**src/rtl/i2s_pkg.sv**
```systemverilog
`default_nettype none
// ============================================================================
// Module      : i2s_pkg
// Description : Shared types and default widths for the serial-audio clock
//               generator.
// Revision    : 1.0 - initial release
// ============================================================================
package i2s_pkg;

    // Frame formats; the unused encoding 2'd3 is decoded as I2S.
    typedef enum logic [1:0] {
        FMT_I2S = 2'd0,
        FMT_LJ  = 2'd1,
        FMT_DSP = 2'd2
    } fmt_e;

    localparam int c_div_w_def = 8;
    localparam int c_sb_w_def  = 6;
    localparam int c_sl_w_def  = 4;

endpackage
`default_nettype wire

```
**src/rtl/i2s_sclk_div.sv**
```systemverilog
`default_nettype none
// ============================================================================
// Module      : i2s_sclk_div
// Description : Bit-clock divider. Counts 0..div-1 and toggles sclk on the
//               terminal count. The rise/fall outputs flag, combinationally,
//               that the toggle happens at the coming clock edge so the caller
//               can register its own state in the same cycle as sclk.
// Revision    : 1.0 - initial release
// ============================================================================
module i2s_sclk_div #(
    parameter int DIV_W = 8
) (
    input  logic             clk,
    input  logic             rst,
    input  logic             i_en,
    input  logic [DIV_W-1:0] i_div,
    output logic             o_sclk,
    output logic             o_rise,
    output logic             o_fall
);

    logic [DIV_W-1:0] r_cnt;
    logic             r_sclk;
    logic             w_tc;

    // i_div is already clamped to at least 1 by the caller
    assign w_tc   = i_en && (r_cnt == (i_div - DIV_W'(1)));
    assign o_rise = w_tc && !r_sclk;
    assign o_fall = w_tc && r_sclk;
    assign o_sclk = r_sclk;

    // Half-period counter and sclk toggle; disabled means parked low at zero
    always_ff @(posedge clk) begin
        if (!rst) begin
            r_cnt  <= '0;
            r_sclk <= 1'b0;
        end else if (!i_en) begin
            r_cnt  <= '0;
            r_sclk <= 1'b0;
        end else if (w_tc) begin
            r_cnt  <= '0;
            r_sclk <= ~r_sclk;
        end else begin
            r_cnt  <= r_cnt + DIV_W'(1);
        end
    end

endmodule
`default_nettype wire

```
**src/rtl/i2s_tdm_clk_gen.sv**
```systemverilog
`default_nettype none
// ============================================================================
// Module      : i2s_tdm_clk_gen
// Description : Runtime-configurable I2S / left-justified / DSP-TDM bit clock
//               and frame sync generator with bit/slot position outputs and
//               transmit/receive edge strobes.
// Revision    : 1.0 - initial release
// ============================================================================
module i2s_tdm_clk_gen
    import i2s_pkg::*;
#(
    parameter int DIV_W = c_div_w_def,
    parameter int SB_W  = c_sb_w_def,
    parameter int SL_W  = c_sl_w_def,
    parameter int POS_W = SB_W + SL_W
) (
    input  logic             clk,
    input  logic             rst,
    input  logic             en,
    input  logic [DIV_W-1:0] cfg_div,
    input  logic [SB_W-1:0]  cfg_slot_bits,
    input  logic [SL_W-1:0]  cfg_slots,
    input  logic [1:0]       cfg_fmt,
    output logic             sclk,
    output logic             fsync,
    output logic             bit_strobe,
    output logic             sample_strobe,
    output logic             frame_start,
    output logic [SL_W-1:0]  slot_idx,
    output logic [SB_W-1:0]  bit_idx,
    output logic             active
);

    localparam logic [1:0] c_st_idle     = 2'd0;
    localparam logic [1:0] c_st_run      = 2'd1;
    localparam logic [1:0] c_st_stopping = 2'd2;

    logic [1:0]       r_state;
    logic             r_active;
    logic             r_fsync;
    logic             r_bit_strobe;
    logic             r_sample_strobe;
    logic             r_frame_start;
    logic [POS_W-1:0] r_pos;
    logic [SL_W-1:0]  r_slot;
    logic [SB_W-1:0]  r_bit;

    // Frame configuration, captured only at start-up and at frame wraps
    logic [DIV_W-1:0] r_div;
    logic [SB_W-1:0]  r_sb;
    logic [SL_W-1:0]  r_sl;
    logic [1:0]       r_fmt;
    logic [POS_W-1:0] r_f;
    logic [POS_W-1:0] r_h;

    logic [DIV_W-1:0] w_div_clamp;
    logic [SB_W-1:0]  w_sb_clamp;
    logic [SL_W-1:0]  w_sl_clamp;
    logic [POS_W-1:0] w_f_new;
    logic [POS_W-1:0] w_h_new;
    logic [POS_W-1:0] w_pos_nxt;
    logic             w_rise;
    logic             w_fall;
    logic             w_sclk;

    assign w_div_clamp = (cfg_div == '0) ? DIV_W'(1) : cfg_div;
    assign w_sb_clamp  = (cfg_slot_bits < SB_W'(2)) ? SB_W'(2) : cfg_slot_bits;
    assign w_sl_clamp  = (cfg_slots == '0) ? SL_W'(1) : cfg_slots;
    assign w_f_new     = POS_W'(w_sl_clamp) * POS_W'(w_sb_clamp);
    assign w_h_new     = w_f_new >> 1;
    assign w_pos_nxt   = r_pos + POS_W'(1);

    // Frame-sync level for a given position; I2S leads the frame by one bit
    function automatic logic fsync_calc(input logic [1:0]       fmt,
                                        input logic [POS_W-1:0] p,
                                        input logic [POS_W-1:0] f,
                                        input logic [POS_W-1:0] h);
        logic w_res;
        case (fmt_e'(fmt))
            FMT_LJ:  w_res = (p <= (h - POS_W'(1)));
            FMT_DSP: w_res = (p == (f - POS_W'(1)));
            default: w_res = (p >= (h - POS_W'(1))) && (p <= (f - POS_W'(2)));
        endcase
        return w_res;
    endfunction

    i2s_sclk_div #(
        .DIV_W (DIV_W)
    ) u_sclk_div (
        .clk    (clk),
        .rst    (rst),
        .i_en   (r_active),
        .i_div  (r_div),
        .o_sclk (w_sclk),
        .o_rise (w_rise),
        .o_fall (w_fall)
    );

    // Run/stop FSM with position counters, fsync decode and edge strobes
    always_ff @(posedge clk) begin
        if (!rst) begin
            r_state         <= c_st_idle;
            r_active        <= 1'b0;
            r_fsync         <= 1'b0;
            r_bit_strobe    <= 1'b0;
            r_sample_strobe <= 1'b0;
            r_frame_start   <= 1'b0;
            r_pos           <= '0;
            r_slot          <= '0;
            r_bit           <= '0;
            r_div           <= DIV_W'(1);
            r_sb            <= SB_W'(2);
            r_sl            <= SL_W'(1);
            r_fmt           <= 2'd0;
            r_f             <= POS_W'(2);
            r_h             <= POS_W'(1);
        end else begin
            r_bit_strobe    <= 1'b0;
            r_sample_strobe <= 1'b0;
            r_frame_start   <= 1'b0;
            case (r_state)
                c_st_idle: begin
                    if (en) begin
                        r_div    <= w_div_clamp;
                        r_sb     <= w_sb_clamp;
                        r_sl     <= w_sl_clamp;
                        r_fmt    <= cfg_fmt;
                        r_f      <= w_f_new;
                        r_h      <= w_h_new;
                        r_active <= 1'b1;
                        r_pos    <= '0;
                        r_slot   <= '0;
                        r_bit    <= '0;
                        r_fsync  <= fsync_calc(cfg_fmt, '0, w_f_new, w_h_new);
                        r_state  <= c_st_run;
                    end
                end
                c_st_run, c_st_stopping: begin
                    r_sample_strobe <= w_rise;
                    r_state         <= en ? c_st_run : c_st_stopping;
                    if (w_fall) begin
                        r_bit_strobe <= 1'b1;
                        if (r_pos == (r_f - POS_W'(1))) begin
                            // Frame wrap: either stop cleanly or re-latch config
                            r_frame_start <= 1'b1;
                            r_pos         <= '0;
                            r_slot        <= '0;
                            r_bit         <= '0;
                            if (!en) begin
                                r_active <= 1'b0;
                                r_fsync  <= 1'b0;
                                r_state  <= c_st_idle;
                            end else begin
                                r_div   <= w_div_clamp;
                                r_sb    <= w_sb_clamp;
                                r_sl    <= w_sl_clamp;
                                r_fmt   <= cfg_fmt;
                                r_f     <= w_f_new;
                                r_h     <= w_h_new;
                                r_fsync <= fsync_calc(cfg_fmt, '0, w_f_new, w_h_new);
                            end
                        end else begin
                            r_pos   <= w_pos_nxt;
                            r_fsync <= fsync_calc(r_fmt, w_pos_nxt, r_f, r_h);
                            if (r_bit == (r_sb - SB_W'(1))) begin
                                r_bit  <= '0;
                                r_slot <= (r_slot == (r_sl - SL_W'(1))) ? '0 : r_slot + SL_W'(1);
                            end else begin
                                r_bit  <= r_bit + SB_W'(1);
                            end
                        end
                    end
                end
                default: begin
                    r_state <= c_st_idle;
                end
            endcase
        end
    end

    assign sclk          = w_sclk;
    assign fsync         = r_fsync;
    assign bit_strobe    = r_bit_strobe;
    assign sample_strobe = r_sample_strobe;
    assign frame_start   = r_frame_start;
    assign slot_idx      = r_slot;
    assign bit_idx       = r_bit;
    assign active        = r_active;

endmodule
`default_nettype wire

```
**config.mk**
```make
export PLATFORM = sky130hd
export DESIGN_NAME = i2s_tdm_clk_gen
export DESIGN_NICKNAME = d
export VERILOG_FILES = /design/src/rtl/i2s_pkg.sv /design/src/rtl/i2s_sclk_div.sv /design/src/rtl/i2s_tdm_clk_gen.sv
export SDC_FILE = /design/constraint.sdc
export NUM_CORES = 1
export LEC_CHECK = 0
export CORE_UTILIZATION = 55
export CTS_CLUSTER_DIAMETER = 80
export CTS_CLUSTER_SIZE = 28
export DETAILED_ROUTE_END_ITERATION = 10
export PLACE_DENSITY = 0.75
export SYNTH_ARGS = -nofsm -noshare
export SYNTH_HDL_FRONTEND = slang
export SYNTH_SLANG_ARGS = --single-unit
```
**constraint.sdc**
```tcl
create_clock -name clk -period 10.1 [get_ports clk]
set_input_delay 1.01 -clock clk [delete_from_list [all_inputs] [get_ports clk]]
set_output_delay 1.01 -clock clk [all_outputs]
set_load 0.1 [all_outputs]
```
======== After elaboration in Yosys (flattened, before gate mapping) ========
Index checks and enable logic that the tools add are counted.
storage, ports and cells
  register bits after elaboration ......... 76
  input bits .............................. 23
  output and inout bits ................... 16
  logic and storage cells ................. 139
operators by class
  add/subtract/negate cells ............... 13
  multiply operators ...................... 1
  order comparisons ....................... 7
  equal/unequal tests ..................... 16
  muxes and demuxes ....................... 62
  bitwise logic cells ..................... 3
  reduce and logical (&&, ||, !) cells .... 20
operators with widths
  cell                                                                    number
  10-bit two-way mux                                                      9
  10-bit one-hot mux with 2 select lines                                  3
  6-bit two-way mux                                                       8
  4-bit two-way mux                                                       9
  8-bit two-way mux                                                       4
  10-bit by 1-bit subtractor with 10-bit output (second input constant)   3
  6-bit one-hot mux with 2 select lines                                   2
  10-bit == test                                                          2
  1-bit by 10-bit <= comparator with 1-bit output (first input constant)  2
  10-bit <= comparator                                                    2
  10-bit by 2-bit subtractor with 10-bit output (second input constant)   2
  2-bit two-way mux                                                       8
  4-bit one-hot mux with 2 select lines                                   2
  8-bit one-hot mux with 2 select lines                                   1
  10-bit by 1-bit adder with 10-bit output (second input constant)        1
  1-bit by 10-bit >= comparator with 1-bit output (first input constant)  1
  10-bit >= comparator                                                    1
  10-bit zero test                                                        1
  4-bit by 6-bit multiplier with 10-bit output                            1
  1-bit two-way mux                                                       10
  9-bit by 1-bit subtractor with 10-bit output (second input constant)    1
  3-bit AND reduction                                                     3
  8-bit by 1-bit adder with 8-bit output (second input constant)          1
  8-bit == test                                                           1
  other kinds (27)                                                        44

======== Depth between registers and ports, before layout ========
Gate-level depths: netlist (run 1).
  depth after elaboration ................. 11
  gate-level depth with buffers ........... 16

======== Cells and area by module ========
From an unflattened synthesis (run 1), not the netlist that was laid out.
second synthesis, totals
  cells, all modules ...................... 674
  area total of the unflattened synthesis .. 5562.8 sq um
modules (own cells, without submodules)
  module           times used  cells each  area an instance (sq um)  seq. area each (sq um)
  i2s_tdm_clk_gen  1           600         4929.7                    1141.1
  i2s_sclk_div     1           74          633.1                     180.2

======== Worst setup path after synthesis (run 1) ========
No wires, ideal clock.
  kind .................................... input port to flip-flop
  start point ............................. input port cfg_slot_bits[3]
  end point ............................... register r_fsync (netlist: fsync)
  library setup time ...................... 0.139 ns
  arrival time ............................ 4.283 ns
  data required time ...................... 9.961 ns
  setup slack ............................. 5.677 ns
  stages on the path ...................... 14
  cell sequence ........................... nor4_1 o21ai_0 fa_1 inv_1 fa_1 inv_1 fa_1 xor2_1 nand3_1 or3_1 a41oi_1 nor4_1 o22ai_1 a31oi_1
between the ends
  cells in the longest elaborated chain, start to end .. 11
RTL lines
  element                                                                                                             line                                          text
  start, declared                                                                                                     i2s_tdm_clk_gen.sv:21                         input logic [SB_W-1:0] cfg_slot_bits,
  6-bit by 2-bit < comparator with 1-bit output                                                                       i2s_tdm_clk_gen.sv:67                         assign w_sb_clamp = (cfg_slot_bits < SB_W'(2)) ? SB_W'(2) : cfg_slot_bits;
  6-bit two-way mux (*)                                                                                               i2s_tdm_clk_gen.sv:67
  4-bit by 6-bit multiplier with 10-bit output (*)                                                                    i2s_tdm_clk_gen.sv:69                         assign w_f_new = POS_W'(w_sl_clamp) * POS_W'(w_sb_clamp);
  10-bit by 2-bit subtractor with 10-bit output or 9-bit by 1-bit subtractor with 10-bit output (tied branches)       i2s_tdm_clk_gen.sv:82, i2s_tdm_clk_gen.sv:80
  1-bit by 10-bit <= comparator with 1-bit output or 1-bit by 10-bit >= comparator with 1-bit output (tied branches)  i2s_tdm_clk_gen.sv:82                         default: w_res = (p >= (h - POS_W'(1))) && (p <= (f - POS_W'(2)));
  1-bit logical AND                                                                                                   i2s_tdm_clk_gen.sv:82
  1-bit one-hot mux with 2 select lines (*)                                                                           i2s_tdm_clk_gen.sv:79                         case (fmt_e'(fmt))
  1-bit two-way mux                                                                                                   i2s_tdm_clk_gen.sv:149                        if (!en) begin
  1-bit two-way mux                                                                                                   i2s_tdm_clk_gen.sv:143                        if (r_pos == (r_f - POS_W'(1))) begin
  1-bit two-way mux                                                                                                   i2s_tdm_clk_gen.sv:141                        if (w_fall) begin
  1-bit one-hot mux with 2 select lines (*)                                                                           i2s_tdm_clk_gen.sv:121                        case (r_state)
  end signal, assigned                                                                                                i2s_tdm_clk_gen.sv:134                        r_fsync <= fsync_calc(cfg_fmt, '0, w_f_new, w_h_new);
  end signal, assigned                                                                                                i2s_tdm_clk_gen.sv:160                        r_fsync <= fsync_calc(cfg_fmt, '0, w_f_new, w_h_new);
  end signal, assigned                                                                                                i2s_tdm_clk_gen.sv:164                        r_fsync <= fsync_calc(r_fmt, w_pos_nxt, r_f, r_h);
  end, declared                                                                                                       i2s_tdm_clk_gen.sv:40                         logic r_fsync;
Every way passes the cells marked *; elsewhere a longest branch is shown, timed or not. The select of a mux whose other input is x is not followed.
A chain may end at the register's enable or synchronous reset.

======== Final worst setup path (run 1) ========
  start point ............................. input port cfg_slot_bits[4]
  end point ............................... register r_fsync (netlist: fsync)
Same word-level chain as after synthesis.

==> results.txt, run 1 <==
----------------------------------------------------
[GRT]
  Largest net degree at the start of global routing ... 53
  Vias in the first global route ... roughly 4400
  Leftover overflow at the end of global routing ... 0
  Global-route wire length before repair ... between 20 and 25 mm
  Number of antenna violations at the first check in global routing ... 0
  Tot GR Track Use ... roughly 24%

[Synthesis]
  Synth Instances ... 641
  Cell area after synthesis ... between 5000 and 6000 µm²
  Total number of yosys warnings ... 0
  Fraction of registers with async set/reset ... 0%
  Predominant post-synthesis flop cell ... sky130_fd_sc_hd__dfxtp_1
  Seq/Total Area, Yosys ... a little under a quarter
  Post-synth EDFFs ... 0
  Flops & latches, synth ... 66
  Net count after synthesis ... a little over 700
  Post-Synthesis Mean Instance Area ... 8.60 µm²
  Unique masters post-synth ... 67

[Critical path]
  Worst Path Max Fanout ... 6
  Kind of critical path ... in2reg
  Worst R2R Start ... r_div[0]
  Worst setup path start ... cfg_slot_bits[4]
  Critical path arrival ... roughly 5.4 ns
  Setup slack of the worst register-to-register path ... around 6.3 ns
  Worst endpoint required time ... ~10 ns
  Startpoint type of the worst setup path ... primary input
  Crit end category ... flop

[Pwr]
  Max VDD drop ... 0.0617 mV
  Leakage power ... approximately 2.6 nW
  Overall power of the completed layout ... approximately 0.82 mW
  Power density normalized to cell area ... about 130 nW/µm²

[Finish]
  Layout overhead on the synthesized area ... 11.4%
  Total area of sequential cells ... between 1000 and 1500 µm²
  # diodes ... 0
  Final-stage net count ... 752
  Ratio of cells with drive above 1 in the final layout ... under 10%
  Number of filler instances in the final layout ... between 800 and 900
  Combined area of the multi-input logic cells ... 3890 µm²

[Clock tree]
  Number of cells upsized or downsized after cts ... 0
  Clock buffers created by TritonCTS ... 9
  Maximum buffer depth of the clock tree ... 2
  Sink Count ... 66
  Clock tree from TritonCTS ... yes
  Clock insertion delay at the later pin of the skew report ... 0.34 ns
  Cell at the root of the clock tree ... sky130_fd_sc_hd__clkbuf_8
  Number of H-tree levels ... 3
  Post-CTS setup buffers ... 0
  Register clock-pin slew on the reported worst setup and hold paths ... 0.08 ns
  CTS Hold Bufs ... 0

[STA]
  Slew at the pin with the worst max-slew slack ... around 1.2 ns
  Number of failing hold endpoints at the final stage ... 0
  Part of the cycle the worst path needs ... between 50% and 60%
  Endpoints failing setup ... 0
  Unrepaired setup endpoints after global routing ... no
  Peak clock frequency supported by timing ... 0.193 GHz
  Hold slack final ... a little over 0.5 ns
  Max Slew Vio Count ... 0
  Clock period minus worst slack ... 5.17 ns
  Max Clock Skew ... roughly 0.018 ns
  Worst slew margin relative to its limit ... a little under a quarter
  Setup slack of the critical path after layout ... 4.93 ns
  Post-Route Setup TNS ... 0 ns

[Die]
  Die footprint ... 10400 µm²
  Die Height ... 102 µm
  Std cell rows ... 36
  Number of primary I/O pins ... 39
  Initial core utilization ... a little under three fifths
  Area of the core ... about 10000 µm²
  Die outline width ... 102 µm

[Detailed routing]
  Router iterations before antenna repair ... 4
  DRC viols ... 0
  Post-DR wirelength/cell ... 15.0 µm
  Total via count in the routed design ... 4521
  Vias per cell ... about 5.6
  DR iter-0 viols ... 222
  Remaining antenna violation count after routing ... 0
  Total wirelength of the detailed-routed design ... about 12 mm

[Placement]
  Placed wire-length estimate ... ~9.4 mm
  Port-buffer cells ... 38
  DP Worst Slack ... 4.65 ns
  Final RePlAce weighted congestion ... approximately 0.88

[Worst hold path]
  Start point of the worst hold path ... u_sclk_div.r_cnt[0]
  Path class of the lowest-slack min-delay path ... reg2reg

[Run status]
  Outcome ... completed

[Run]
  Max-capacitance violation count ... 0

----------------------------------------------------
cells in the final DEF (no fill, tap or decap), types with 13 or more instances in the layout:
cell | netlist | routed
sky130_fd_sc_hd__dfxtp_1 | 66 | 66
sky130_fd_sc_hd__ha_1 | 53 | 53
sky130_fd_sc_hd__mux2i_1 | 33 | 33
sky130_fd_sc_hd__nor2_1 | 39 | 39
sky130_fd_sc_hd__nand3_1 | 18 | 18
sky130_fd_sc_hd__o21ai_0 | 15 | 15
sky130_fd_sc_hd__nand2_1 | 45 | 45
sky130_fd_sc_hd__xor2_1 | 22 | 22
sky130_fd_sc_hd__and2_1 | 18 | 18
sky130_fd_sc_hd__inv_1 | 44 | 44
sky130_fd_sc_hd__nor2b_1 | 35 | 35
sky130_fd_sc_hd__nor3_1 | 17 | 17
sky130_fd_sc_hd__a21oi_1 | 13 | 13
sky130_fd_sc_hd__clkdlybuf4s50_1 | 0 | 38
sky130_fd_sc_hd__xnor2_1 | 51 | 51
kinds of logic after synthesis:
kind of cell / count (synthesis) / synth area share [%]
compound gates: 97 / 12.7
buf+inv: 68 / 5.61
fa+ha+maj: 62 / 15.1
xor+xnor: 75 / 12.4
mux: 33 / 5.99
flops: 66 / 24.0
simple gates: 240 / 24.2
layer usage:
layer / GRT usage, % / share of wire, % / up-vias
li1: - / - / 2295
met1: 31.0 / 47 / 2131
met2: 41.9 / 49 / 80
met3: 4.31 / 2.9 / 15
met4: 7.58 / 1.7 / 0
met5: 0 / 0 / -
synth_stat cells (all sizes together) (13+ instances only):
cell type  number  area share (%)
nor3           17             1.5
mux2i          33             6.0
o21ai          16             1.5
clkbuf         18             1.2
nand3          18             1.6
nand2          45             3.1
nor2           39             2.7
nor2b          35             4.0
dfxtp          66              24
inv            44             3.0
xor2           22             3.5
xnor2          51             8.1
ha             53              12
a21oi          13             1.2
and2           18             2.0
final timing paths:
path / to / cells after the start
max: fsync / 17
min: u_sclk_div.r_cnt[0] / 1
max reg2reg: r_pos[2] / 11
min reg2reg: u_sclk_div.r_cnt[0] / 1
final cells by class:
class	instances	share of cell area, %
clock buffer	10	2.24
clock inverter	6	1.06
inverter	44	2.69
multi-input combinational	507	63.3
sequential	66	21.5
tap	133	2.71
timing repair buffer	40	6.44
critical path, stage by stage:
cell	delay [ns]
sky130_fd_sc_hd__clkdlybuf4s50_1	0.58
sky130_fd_sc_hd__nor4_1	0.12
sky130_fd_sc_hd__a21boi_0	0.42
sky130_fd_sc_hd__nand2_1	0.15
sky130_fd_sc_hd__fa_1	0.54
sky130_fd_sc_hd__inv_1	0.06
sky130_fd_sc_hd__fa_1	0.56
sky130_fd_sc_hd__inv_1	0.07
sky130_fd_sc_hd__fa_1	0.45
sky130_fd_sc_hd__xor2_1	0.37
sky130_fd_sc_hd__xnor2_1	0.14
sky130_fd_sc_hd__o31ai_1	0.23
sky130_fd_sc_hd__and3_1	0.19
sky130_fd_sc_hd__a41oi_1	0.04
sky130_fd_sc_hd__nor4_1	0.21
sky130_fd_sc_hd__o22ai_1	0.12
sky130_fd_sc_hd__a31oi_1	0.15
flip-flops by register name (all words and copies together) (netlist names), 2 cells and up:
| signal | cells |
|---|---|
| r_sl | 4 |
| r_f | 10 |
| slot_idx | 4 |
| r_state | 2 |
| r_div | 8 |
| bit_idx | 6 |
| r_pos | 10 |
| u_sclk_div.r_cnt | 8 |
| r_fmt | 2 |
| r_sb | 6 |
power by group:
group / total (mW) / switching [mW] / internal [mW] / leakage (nW)
sequential: 0.300 / 0.0256 / 0.274 / 0.538
combinational: 0.294 / 0.163 / 0.132 / 1.99
clock: 0.228 / 0.107 / 0.121 / 0.103
through the flow:
| step | util [%] | std cells | cell area (µm²) |
|---|---|---|---|
| 2_1_floorplan | - | 641 | 5510 |
| 3_3_place_gp | 61.0 | 790 | 5940 |
| 3_5_place_dp | 61.0 | 790 | 5940 |
| 4_1_cts | 63.1 | 806 | 6140 |
| 5_1_grt | 63.1 | 806 | 6140 |
| 6_report | 63.1 | 806 | 6140 |
Power figures use the tool's default switching activity.
==> run 2: changes to the inputs <==
==> constraint.sdc (replaced) <==
create_clock -name clk -period 5.4 [get_ports clk]
set_input_delay 0.54 -clock clk [delete_from_list [all_inputs] [get_ports clk]]
set_output_delay 0.54 -clock clk [all_outputs]
set_load 0.1 [all_outputs]
==> run 2 against run 1 <==
  * Final cell count increased by 0.12%
  * Critical path type unchanged
  * Die area unchanged
  * Core utilization up 0.31 points
  * Critical path depth unchanged
  * Hold slack gained 0.015 ns
  * Combinational power up 87%
  * Sequential cell count unchanged
==> results.txt, run 2 (same netlist as run 1, synthesis figures left out) <==
----------------------------------------------------
[Die]
  Std cell rows ... 36 (unchanged)
  Area of the core ... 9730 µm² (unchanged)
  Die outline width ... 102 µm (unchanged)
  Initial core utilization ... 56.6% (unchanged)
  Die footprint ... 10400 µm² (unchanged)
  Die Height ... 102 µm (unchanged)
  Number of primary I/O pins ... 39 (unchanged)

[GRT]
  Number of antenna violations at the first check in global routing ... 0 (unchanged)
  Largest net degree at the start of global routing ... 53 (unchanged)
  Tot GR Track Use ... 24.1% (was 24.4%)
  Leftover overflow at the end of global routing ... 0 (unchanged)
  Global-route wire length before repair ... 20.2 mm (was 20.1 mm)
  Vias in the first global route ... 4467 (was 4392)

[Finish]
  Most frequent cells in the layout ... 66 x sky130_fd_sc_hd__dfxtp_1, 53 x sky130_fd_sc_hd__ha_1, 51 x sky130_fd_sc_hd__xnor2_1 (unchanged)
  Final-stage net count ... 753 (was 752)
  Leading registers by flop count ... r_f (10), r_pos (10) (unchanged)
  Most frequent standard cell in the layout excluding fill and tap cells ... sky130_fd_sc_hd__dfxtp_1 (unchanged)
  Non-filler cells, final ... 807 (was 806)
  # diodes ... 0 (unchanged)
  Ratio of cells with drive above 1 in the final layout ... 4.45% (was 4.31%)
  Layout overhead on the synthesized area ... 11.9% (was 11.4%)

[STA]
  Max Clock Skew ... 0.0162 ns (was 0.0180 ns)
  Unrepaired setup endpoints after global routing ... no (unchanged)
  Clock period minus worst slack ... 4.67 ns
  Peak clock frequency supported by timing ... ~0.21 GHz
  Number of failing hold endpoints at the final stage ... 0 (unchanged)
  Slew at the pin with the worst max-slew slack ... 1.18 ns (was 1.16 ns)
  Endpoints failing setup ... 0 (unchanged)
  Worst slew margin relative to its limit ... 20.8% (was 22.6%)
  Part of the cycle the worst path needs ... 86.5%
  Setup slack of the critical path after layout ... 0.730 ns (was 4.93 ns)
  Post-Route Setup TNS ... 0 ns (unchanged)
  Max Slew Vio Count ... 0 (unchanged)

[Detailed routing]
  DR iter-0 viols ... 160 (was 222)
  DRC viols ... 0 (unchanged)
  Total via count in the routed design ... 4572 (was 4521)
  Router iterations before antenna repair ... 4 (unchanged)
  Remaining antenna violation count after routing ... 0 (unchanged)
  Vias per cell ... 5.67 (was 5.61)
  Total wirelength of the detailed-routed design ... 11.9 mm (was 12.1 mm)
  Post-DR wirelength/cell ... 14.7 µm (was 15.0 µm)

[Pwr]
  Leakage power ... 2.65 nW (was 2.63 nW)
  Portion of total power attributed to sequential cells ... 35.5% (was 36.4%)
  Sw power ... 0.544 mW (was 0.295 mW)
  Combinational cell fraction of total power ... 34.9% (was 35.8%)
  Overall power of the completed layout ... 1.58 mW (was 0.823 mW)
  Cell internal power dissipation ... 1.03 mW (was 0.527 mW)
  Max VDD drop ... 0.165 mV (was 0.0617 mV)
  Switching Fraction ... 34.5% (was 35.9%)
  Proportion of power drawn by the clock network ... 29.6% (was 27.8%)
  Power density normalized to cell area ... 256 nW/µm² (was 134 nW/µm²)

[Critical path]
  Crit end category ... flop (unchanged)
  Startpoint type of the worst setup path ... primary input (unchanged)
  Kind of critical path ... in2reg (unchanged)
  Cell seen most often among critical-path stages ... sky130_fd_sc_hd__fa_1 (unchanged)
  Cell with the largest stage delay on the worst path ... sky130_fd_sc_hd__clkdlybuf4s50_1 (unchanged)
  Delay of the slowest cell on the worst path ... 0.57 ns (was 0.58 ns)
  Worst Path Max Fanout ... 6 (unchanged)
  Cell Chain, Critical Path ... clkdlybuf4s50_1 > nor4_1 > a21boi_0 > nand2_1 > fa_1 > inv_1 > fa_1 > inv_1 > fa_1 > nor2b_1 > o31a_1 > or4_1 > nand3_1 > a211o_1 > nor4_1 > o22ai_1 > a31oi_1 (was clkdlybuf4s50_1 > nor4_1 > a21boi_0 > nand2_1 > fa_1 > inv_1 > fa_1 > inv_1 > fa_1 > xor2_1 > xnor2_1 > o31ai_1 > and3_1 > a41oi_1 > nor4_1 > o22ai_1 > a31oi_1)
  Critical path arrival ... 4.92 ns (was 5.43 ns)
  Worst endpoint required time ... 5.65 ns (was 10.36 ns)

[Clock tree]
  Register clock-pin slew on the reported worst setup and hold paths ... 0.08 ns (about the same)
  Cell at the root of the clock tree ... sky130_fd_sc_hd__clkbuf_8 (unchanged)
  Clock insertion delay at the later pin of the skew report ... 0.34 ns (about the same)
  Sink Count ... 66 (unchanged)
  Maximum buffer depth of the clock tree ... 2 (unchanged)
  Number of cells upsized or downsized after cts ... 0 (unchanged)
  Number of H-tree levels ... 3 (unchanged)
  CTS Hold Bufs ... 0 (unchanged)
  Post-CTS setup buffers ... 0 (unchanged)
  Clock tree from TritonCTS ... yes (unchanged)
  Clock buffers created by TritonCTS ... 9 (unchanged)

[Placement]
  Port-buffer cells ... 38 (unchanged)
  Placed wire-length estimate ... 9.37 mm (about the same)
  Cell total after placement ... 791 (was 790)
  Final RePlAce weighted congestion ... 0.877 (was 0.879)
  DP Worst Slack ... 0.434 ns (was 4.65 ns)

[Worst hold path]
  Path class of the lowest-slack min-delay path ... reg2reg (unchanged)

[Run]
  Max-capacitance violation count ... 0 (unchanged)

[Run status]
  Outcome ... completed (unchanged)

----------------------------------------------------
-- run 2: layer usage --
layer	global-route usage [%]	wire (µm)	vias to the layer above
met3	3.28	492	20
met1	31.0	5450	2169
met4	7.69	210	0
met5	0	0	-
li1	-	-	2296
met2	41.8	5710	87
-- run 2: power groups by stage --
stage	registers (mW)	logic, mW	clock network (mW)
final	0.560	0.550	0.467
after global routing	0.567	0.614	0.499
after detailed placement	0.571	0.545	0
after CTS	0.560	0.549	0.477
after global placement	0.570	0.525	0
after floorplan	0.566	0.430	0
-- run 2: critical path: cells and delay by family --
kind / cells / cell delay (ns)
fa+ha+maj: 3 / 1.56
simple gates: 6 / 0.91
compound gates: 5 / 1.20
buf+inv: 3 / 0.70
-- run 2: stage by stage --
stage	utilization [%]	hold slack (ns)	cell area, µm²
2_1_floorplan	-	0.458	5510
3_3_place_gp	61.1	0.485	5940
3_5_place_dp	61.1	0.500	5940
4_1_cts	63.4	0.522	6170
5_1_grt	63.4	0.539	6170
6_report	63.4	0.524	6170
-- run 2: cell type report --
type | count | area [µm²]
multi-input combinational | 507 | 3890
fill | 855 | 3560
sequential | 66 | 1320
timing repair buffer | 41 | 403
tap | 133 | 166
inverter | 44 | 165
clock buffer | 10 | 138
clock inverter | 6 | 87.6
-- run 2: path summary, 6_finish.rpt --
kind                  startpoint                   to  slack (ns)  depth (start not counted)
min          u_sclk_div.r_cnt[0]  u_sclk_div.r_cnt[0]        0.52                          1
min reg2reg  u_sclk_div.r_cnt[0]  u_sclk_div.r_cnt[0]        0.52                          1
max             cfg_slot_bits[4]                fsync        0.73                         17
max reg2reg             r_div[0]             r_pos[2]        1.66                         10
==> run 3: changes to the inputs <==
--- a/config.mk
+++ b/config.mk
@@ -10,6 +10,7 @@
 export CTS_CLUSTER_SIZE = 28
 export DETAILED_ROUTE_END_ITERATION = 10
 export PLACE_DENSITY = 0.75
+export SKIP_CTS_REPAIR_TIMING = 1
 export SYNTH_ARGS = -nofsm -noshare
 export SYNTH_HDL_FRONTEND = slang
 export SYNTH_SLANG_ARGS = --single-unit
==> results of run 3 <==
The final DEF is identical to that of run 2; final timing and power are the same.
